--- config.mk ---
export PLATFORM = sky130hd
export DESIGN_NAME = pipelined_adder_flat
export DESIGN_NICKNAME = d
export VERILOG_FILES = /design/src/rtl/arith_pkg.sv /design/src/rtl/pipelined_adder_if.sv /design/src/rtl/adder_slice.sv /design/src/rtl/pipelined_adder.sv /design/src/flat_wrapper.sv
export SDC_FILE = /design/constraint.sdc
export NUM_CORES = 1
export LEC_CHECK = 0
export BUFFER_PORTS_ARGS = -buffer_cell sky130_fd_sc_hd__buf_4
export CORE_ASPECT_RATIO = 1.4
export CORE_MARGIN = 2
export CORE_UTILIZATION = 62
export DETAILED_ROUTE_END_ITERATION = 12
export PLACE_DENSITY = 0.83
export SYNTH_ARGS = -nofsm -noshare
export SYNTH_HDL_FRONTEND = slang
export SYNTH_HIERARCHICAL = 1
export SYNTH_SLANG_ARGS = --single-unit
--- constraint.sdc ---
create_clock -name clk -period 4.01 [get_ports clk]
set_input_delay 0.802 -clock clk [delete_from_list [all_inputs] [get_ports clk]]
set_output_delay 0.802 -clock clk [all_outputs]
set_load 0.1 [all_outputs]
--- src/rtl/arith_pkg.sv ---
// Shared arithmetic definitions: default datapath sizing, the adder's stage
// register layout and the add/subtract mode encoding used by the multiplier.
package arith_pkg;

  localparam int ARITH_WIDTH   = 16;
  localparam int ARITH_STAGE_W = 4;

  typedef enum logic {
    MODE_ADD = 1'b0,
    MODE_SUB = 1'b1
  } arith_mode_e;

  // Default-sized stage register; parameterised adders build the same layout locally.
  typedef struct packed {
    logic                   valid;
    logic [ARITH_WIDTH-1:0] sum_lo;
    logic [ARITH_WIDTH-1:0] a_hi;
    logic [ARITH_WIDTH-1:0] b_hi;
    logic                   carry;
  } stage_reg_t;

endpackage

--- src/rtl/pipelined_adder_if.sv ---
// Streaming operand/result bus of the pipelined adder: valid/ready on both sides.
interface pipelined_adder_if #(
  parameter int WIDTH = arith_pkg::ARITH_WIDTH
);

  logic             in_valid;
  logic             in_ready;
  logic [WIDTH-1:0] a;
  logic [WIDTH-1:0] b;
  logic             cin;
  logic             sub;
  logic             out_valid;
  logic             out_ready;
  logic [WIDTH-1:0] sum;
  logic             cout;
  logic             ovf;

  modport master (
    output in_valid, a, b, cin, sub, out_ready,
    input  in_ready, out_valid, sum, cout, ovf
  );

  modport slave (
    input  in_valid, a, b, cin, sub, out_ready,
    output in_ready, out_valid, sum, cout, ovf
  );

endinterface

--- src/rtl/adder_slice.sv ---
// Combinational ripple of full-adder cells covering one pipeline slice.
module adder_slice #(
  parameter int W = 4
) (
  input  logic [W-1:0] a,
  input  logic [W-1:0] b,
  input  logic         cin,
  output logic [W-1:0] sum,
  output logic         cout
);

  logic [W:0] carry;

  assign carry[0] = cin;

  genvar gi;
  generate
    for (gi = 0; gi < W; gi++) begin : g_fa
      assign sum[gi]     = a[gi] ^ b[gi] ^ carry[gi];
      assign carry[gi+1] = (a[gi] & b[gi]) | (carry[gi] & (a[gi] ^ b[gi]));
    end
  endgenerate

  assign cout = carry[W];

endmodule

--- src/rtl/pipelined_adder.sv ---
// Pipelined adder/subtractor: one STAGE_W-bit slice resolved per stage behind an
// operand capture register, with a single global stall driven by the output side.
module pipelined_adder
  import arith_pkg::*;
#(
  parameter int WIDTH   = ARITH_WIDTH,
  parameter int STAGE_W = ARITH_STAGE_W
) (
  input  logic              clk,
  input  logic              rst_n,
  pipelined_adder_if.slave  bus
);

  localparam int STAGES = WIDTH / STAGE_W;

  generate
    if ((WIDTH % STAGE_W) != 0 || STAGES < 1) begin : g_bad_width
      $fatal(1, "pipelined_adder: WIDTH must be a non-zero multiple of STAGE_W");
    end
  endgenerate

  typedef struct packed {
    logic             valid;
    logic [WIDTH-1:0] sum_lo;
    logic [WIDTH-1:0] a_hi;
    logic [WIDTH-1:0] b_hi;
    logic             carry;
  } stage_t;

  // Entry 0 holds the captured (conditionally inverted) operands; entry k holds
  // the word after slice k-1 has been resolved, so the last entry is the result.
  stage_t pipe_reg  [STAGES+1];
  stage_t pipe_next [STAGES+1];
  logic   ovf_reg;
  logic   ovf_next;
  logic   stall;

  logic [STAGE_W-1:0] slice_sum  [1:STAGES];
  logic               slice_cout [1:STAGES];

  assign stall        = pipe_reg[STAGES].valid && !bus.out_ready;
  assign bus.in_ready = !stall;

  genvar gi;
  generate
    for (gi = 1; gi <= STAGES; gi++) begin : g_stage
      adder_slice #(.W(STAGE_W)) u_slice (
        .a    (pipe_reg[gi-1].a_hi[(gi-1)*STAGE_W +: STAGE_W]),
        .b    (pipe_reg[gi-1].b_hi[(gi-1)*STAGE_W +: STAGE_W]),
        .cin  (pipe_reg[gi-1].carry),
        .sum  (slice_sum[gi]),
        .cout (slice_cout[gi])
      );
    end
  endgenerate

  always_comb begin
    pipe_next[0].valid  = bus.in_valid;
    pipe_next[0].sum_lo = '0;
    pipe_next[0].a_hi   = bus.a;
    pipe_next[0].b_hi   = (bus.sub == MODE_SUB) ? ~bus.b : bus.b;
    pipe_next[0].carry  = (bus.sub == MODE_SUB) ? 1'b1 : bus.cin;
    for (int k = 1; k <= STAGES; k++) begin
      pipe_next[k] = pipe_reg[k-1];
      pipe_next[k].sum_lo[(k-1)*STAGE_W +: STAGE_W] = slice_sum[k];
      pipe_next[k].carry = slice_cout[k];
    end
    // Carry into the MSB is recovered from the MSB's own sum bit and operands.
    ovf_next = (pipe_reg[STAGES-1].a_hi[WIDTH-1] ^ pipe_reg[STAGES-1].b_hi[WIDTH-1]
                ^ slice_sum[STAGES][STAGE_W-1]) ^ slice_cout[STAGES];
  end

  always_ff @(posedge clk or negedge rst_n) begin
    if (!rst_n) begin
      for (int k = 0; k <= STAGES; k++) begin
        pipe_reg[k] <= '0;
      end
      ovf_reg <= 1'b0;
    end else if (!stall) begin
      for (int k = 0; k <= STAGES; k++) begin
        pipe_reg[k] <= pipe_next[k];
      end
      ovf_reg <= ovf_next;
    end
  end

  assign bus.out_valid = pipe_reg[STAGES].valid;
  assign bus.sum       = pipe_reg[STAGES].sum_lo;
  assign bus.cout      = pipe_reg[STAGES].carry;
  assign bus.ovf       = ovf_reg;

  // Operand copies are fully consumed by the time a word reaches the output.
  logic unused_operands;
  assign unused_operands = ^{pipe_reg[STAGES].a_hi, pipe_reg[STAGES].b_hi};

endmodule

--- src/flat_wrapper.sv ---
// flat-port wrapper written by rule: the top's interface ports become plain ports
module pipelined_adder_flat import arith_pkg::*;
#(
  parameter int WIDTH   = ARITH_WIDTH,
  parameter int STAGE_W = ARITH_STAGE_W
)
  (clk, rst_n, bus_in_valid, bus_a, bus_b, bus_cin, bus_sub, bus_out_ready, bus_in_ready, bus_out_valid, bus_sum, bus_cout, bus_ovf);
  pipelined_adder_if #(.WIDTH(WIDTH)) bus_i ();
  input  logic clk;
  input  logic rst_n;
  input wire logic [$bits(bus_i.in_valid)-1:0] bus_in_valid;
  input wire logic [$bits(bus_i.a)-1:0] bus_a;
  input wire logic [$bits(bus_i.b)-1:0] bus_b;
  input wire logic [$bits(bus_i.cin)-1:0] bus_cin;
  input wire logic [$bits(bus_i.sub)-1:0] bus_sub;
  input wire logic [$bits(bus_i.out_ready)-1:0] bus_out_ready;
  output wire logic [$bits(bus_i.in_ready)-1:0] bus_in_ready;
  output wire logic [$bits(bus_i.out_valid)-1:0] bus_out_valid;
  output wire logic [$bits(bus_i.sum)-1:0] bus_sum;
  output wire logic [$bits(bus_i.cout)-1:0] bus_cout;
  output wire logic [$bits(bus_i.ovf)-1:0] bus_ovf;
  assign bus_i.in_valid = bus_in_valid;
  assign bus_i.a = bus_a;
  assign bus_i.b = bus_b;
  assign bus_i.cin = bus_cin;
  assign bus_i.sub = bus_sub;
  assign bus_i.out_ready = bus_out_ready;
  assign bus_in_ready = bus_i.in_ready;
  assign bus_out_valid = bus_i.out_valid;
  assign bus_sum = bus_i.sum;
  assign bus_cout = bus_i.cout;
  assign bus_ovf = bus_i.ovf;
  pipelined_adder #(.WIDTH(WIDTH), .STAGE_W(STAGE_W)) u_core (.clk(clk), .rst_n(rst_n), .bus(bus_i));
endmodule
# Word-level counts from Yosys, hierarchy flattened
# Cells that the tools add are included.
[word_totals]
out_inout_bits = 20
wordCells = 111
register_bits = 179
in_bits = 38
[classes]
n_bitwise = 83
n_mux = 2
n_reduce_logical = 3
[ops]
columns = ["op", "count"]
rows = [
  ["1-bit bitwise XOR", 34],
  ["1-bit AND", 32],
  ["16-bit two-way mux", 1],
  ["16-bit NOT", 1],
  ["1-bit OR", 16],
  ["1-bit zero test", 2],
  ["1-bit logical AND", 1],
  ["1-bit two-way mux", 1],
]

# Longest topological paths before layout
[depth]
depth_word = 10
depth_mapped = 11
mapped_depth_nobuf = 11

# By module
# The synthesis kept the hierarchy.
[by_module_without_submodules]
columns = ["module", "n_inst", "area_each_um2", "cells_each", "seq_area_each_um2"]
rows = [
  ["pipelined_adder", 1, 5198.7, 572, 3278.1],
  ["adder_slice", 4, 117.6, 14, 0.0],
]

# Least setup slack after synthesis
# OpenSTA, ideal clock, no wires.
[synth_timing]
path_type = "register to output"
startpoint = "reg u_core.pipe_reg (netlist bit u_core/bus.out_valid)"
endpoint = "out bus_in_ready"
arrival_ns = 1.599
n_path_buf = 1
required_ns = 3.208
path_stages_with_launch = 4
setup_slack_ns = 1.609
path_cell_list = "dfrtp_1 -> nor2b_4 -> inv_2 -> buf_2"
[synth_via]
elab_chain_len = 2
[synth_lines]
columns = ["element", "line", "source"]
rows = [
  ["start: declaration", "pipelined_adder.sv:32", "stage_t pipe_reg [STAGES+1];"],
  ["start signal: indexed assignment", "pipelined_adder.sv:81", "pipe_reg[k] <= pipe_next[k];"],
  ["1-bit logical AND", "pipelined_adder.sv:41", "assign stall = pipe_reg[STAGES].valid && !bus.out_ready;"],
  ["1-bit zero test", "pipelined_adder.sv:42", "assign bus.in_ready = !stall;"],
  ["end: declaration", "flat_wrapper.sv:17", "output wire logic [$bits(bus_i.in_ready)-1:0] bus_in_ready;"],
]
# No other way between the ends.

==> flow_metrics.py <==
metrics = {
    "run_status": {
        "outcome": "complete, no violations",
    },
    "global_routing": {
        "use_met1": 0.265,
        "first_global_vias": 3791,
        "antenna_found_initial": 0,
        "overflow": 0,
        "grt.busiest_layer": "met2",
        "grt.met3_usage": 0.0624,
        "grt_first_pass_wirelength_mm": 16.6,
        "grt_usage": 0.218,
        "grt_max_degree": 84,
        "use_met2": 0.369,
    },
    "timing": {
        "slew-limit-headroom": 0.317,
        "worst_pin_slew_ps": 1030,
        "worst_clock_skew_ps": 7.19,
        "setup_tns_ps": 0,
        "min_period_over_period": 0.640,
        "drv_slew": 0,
        "hold_viol_final": 0,
        "rsz0062_at_grt": "false",
        "period_needed_ps": 2570,
        "fmax_mhz": 390,
        "setup_viol": 0,
    },
    "die": {
        "fp.dieW_microns": 84.8,
        "std_cell_rows": 41,
        "die_area_sq_um": 9940,
        "ioPinCount": 58,
        "coreArea_sq_um": 8980,
        "start_util": 0.631,
        "die_height_microns": 117,
    },
    "power": {
        "p_sw_frac": 0.415,
        "p_leak_nw": 3.54,
        "post-layout-total-power_mw": 5.92,
        "ir_drop_uv": 704,
        "power_density_nw_per_um2": 910,
        "power_frac_clock": 0.231,
        "p_sw_mw": 2.45,
        "pwr-share-seq": 0.381,
        "internal_power_mw": 3.47,
        "comb_power_share": 0.388,
    },
    "clocking": {
        "cts_setup_buffers": 0,
        "cts_tree": "yes",
        "cts_buffer_depth": 2,
        "cts-resized-gates": 0,
        "clock_latency_ps": 400,
        "root_buffer": "clkbuf_16",
        "cts_hold_buf": 0,
        "clkSlewWorstSetupHoldPaths_ps": 50,
        "numCtsBuffers": 17,
        "htreeDepth": 4,
        "cts_num_sinks": 131,
    },
    "synthesis": {
        "postSynthAreaPerCell_sq_um": 9.03,
        "synth-compound-area-share": 0.0159,
        "yosys.area.top_type": "dfrtp_1",
        "synthMuxAreaShare": 0,
        "synth.area.top_cells": "dfrtp_1 (58%), nand2_1 (24%), fa_1 (5.6%)",
        "ys_seq_elements": 131,
        "synth_simple_gate_area_frac": 0.239,
        "syn_nets": 682,
        "synth_fa_ha_area_frac": 0.0565,
        "yosysTopAreaCellShare": 0.578,
        "ys_types": 13,
        "syn_area_sq_um": 5670,
        "postSynthCellCount": 628,
        "synth_top_family_by_area": "simple AND/OR/NAND/NOR gates",
        "yosys_warnings": 6,
        "ys_seq_area_frac": 0.578,
        "synth_xor_area_frac": 0.0294,
    },
    "layout": {
        "final_net_count": 717,
        "layout_commonest_cell": "nand2_1",
        "syn2layout_area_growth_pct": 14.7,
        "stdcell_area_sq_um": 6500,
        "mostFrequentLayoutCells": "nand2_1 (355), dfrtp_1 (131), buf_4 (61)",
        "largest_reg_flops": 108,
        "drive_above_1_share": 0.135,
        "diodes": 0,
        "fillers": 613,
    },
    "routing": {
        "via_per_inst": 4.95,
        "wirelength_mm": 9.65,
        "drtAntennaViolNets": 0,
        "drtPass1Iterations": 4,
        "wl_per_cell_microns": 12.4,
        "initialDrtViolationCount": 307,
        "drcViolationCount": 0,
        "num_vias": 3859,
    },
    "place": {
        "post_dp_cell_area_sq_um": 5970,
        "place_congestion": 0.766,
        "port_buffers": 57,
        "dp_hpwl_mm": 5.95,
    },
    "worst_setup_path": {
        "crit_type": "reg2reg",
        "arrival_ps": 2820,
        "cp.required_ps": 4260,
        "cp-end-kind": "flop",
        "crit_path_start_kind": "flop",
        "worstPathMaxFanout": 2,
    },
    "worst_hold_path": {
        "min_path_type": "reg2reg",
    },
    "flow_run": {
        "cap_violations": 0,
    },
}
==> critical path, cell delays in order (launching register included) <==
cell	delay, ps
dfrtp_1	400
fa_1	420
inv_1	70
fa_1	150
inv_1	50
fa_1	370
inv_1	110
fa_1	420
inv_1	90
xnor2_1	130
xnor2_1	130
o21ai_0	80
==> cells by family (layout without fill, tap and decap cells) <==
kind of cell	Yosys count	in the layout
simple gates	357	357
flops	131	131
buf+inv	87	131
xor+xnor	19	19
compound gates	18	18
fa+ha+maj	16	16
==> synthesized netlist by cell type <==
| cell type | count |
|---|---|
| o21ai_0 | 18 |
| buf_4 | 19 |
| fa_1 | 16 |
| clkbuf_1 | 6 |
| nand2b_1 | 1 |
| dfrtp_1 | 131 |
| inv_2 | 1 |
| nor2b_4 | 1 |
| nand2_1 | 355 |
| xnor2_1 | 19 |
| buf_2 | 15 |
| inv_1 | 40 |
| buf_6 | 6 |
==> layer usage <==
metal | wire (microns) | vias up | part of all wire
met1 | 4180 | 1855 | 0.43
met4 | 136 | 0 | 0.014
met2 | 4910 | 83 | 0.51
met3 | 427 | 11 | 0.044
li1 | - | 1910 | -
met5 | 0 | - | 0
==> final cells by class <==
| class | instances | area [sq um] | area share |
|---|---|---|---|
| Multi-Input combinational cell | 410 | 1930 | 0.297 |
| Clock inverter | 7 | 60.1 | 0.00923 |
| Clock buffer | 21 | 470 | 0.0723 |
| Sequential cell | 131 | 3280 | 0.504 |
| Inverter | 41 | 155 | 0.0239 |
| Tap cell | 107 | 134 | 0.0206 |
| Timing Repair Buffer | 62 | 478 | 0.0735 |
==> worst paths after layout <==
path	slack, ps	startpoint	endpoint	cells past startpoint
setup / recovery	1440	u_core/pipe_next[29]$_DFFE_PN0N_	u_core/bus.ovf$_DFFE_PN0N_	11
min in group asynchronous	580	rst_n	u_core/pipe_next[164]$_DFFE_PN0N_	1
hold reg to reg	470	u_core/pipe_next[84]$_DFFE_PN0N_	u_core/pipe_next[34]$_DFFE_PN0N_	2
max in group asynchronous	2650	rst_n	u_core/bus.sum[6]$_DFFE_PN0N_	2
setup reg to reg	1440	u_core/pipe_next[29]$_DFFE_PN0N_	u_core/bus.ovf$_DFFE_PN0N_	11
hold / removal	470	u_core/pipe_next[84]$_DFFE_PN0N_	u_core/pipe_next[34]$_DFFE_PN0N_	2
==> power by group through the flow <==
stage | combinational [mW] | clock, mW | sequential [mW]
global placement | 2.20 | 0 | 2.24
floorplan | 1.90 | 0 | 2.28
finish | 2.29 | 1.37 | 2.26
CTS | 2.33 | 1.40 | 2.26
global route | 2.59 | 1.46 | 2.33
detailed placement | 2.27 | 0 | 2.27
==> metrics by stage <==
step	util	hold slack [ps]	std cells	setup WS, ps
2_1_floorplan	-	430	628	1610
3_3_place_gp	0.666	448	751	1420
3_5_place_dp	0.666	455	751	1340
4_1_cts	0.725	466	779	1420
5_1_grt	0.725	485	779	1260
6_report	0.725	465	779	1440
Note: power is estimated with default switching activity, not from simulation.
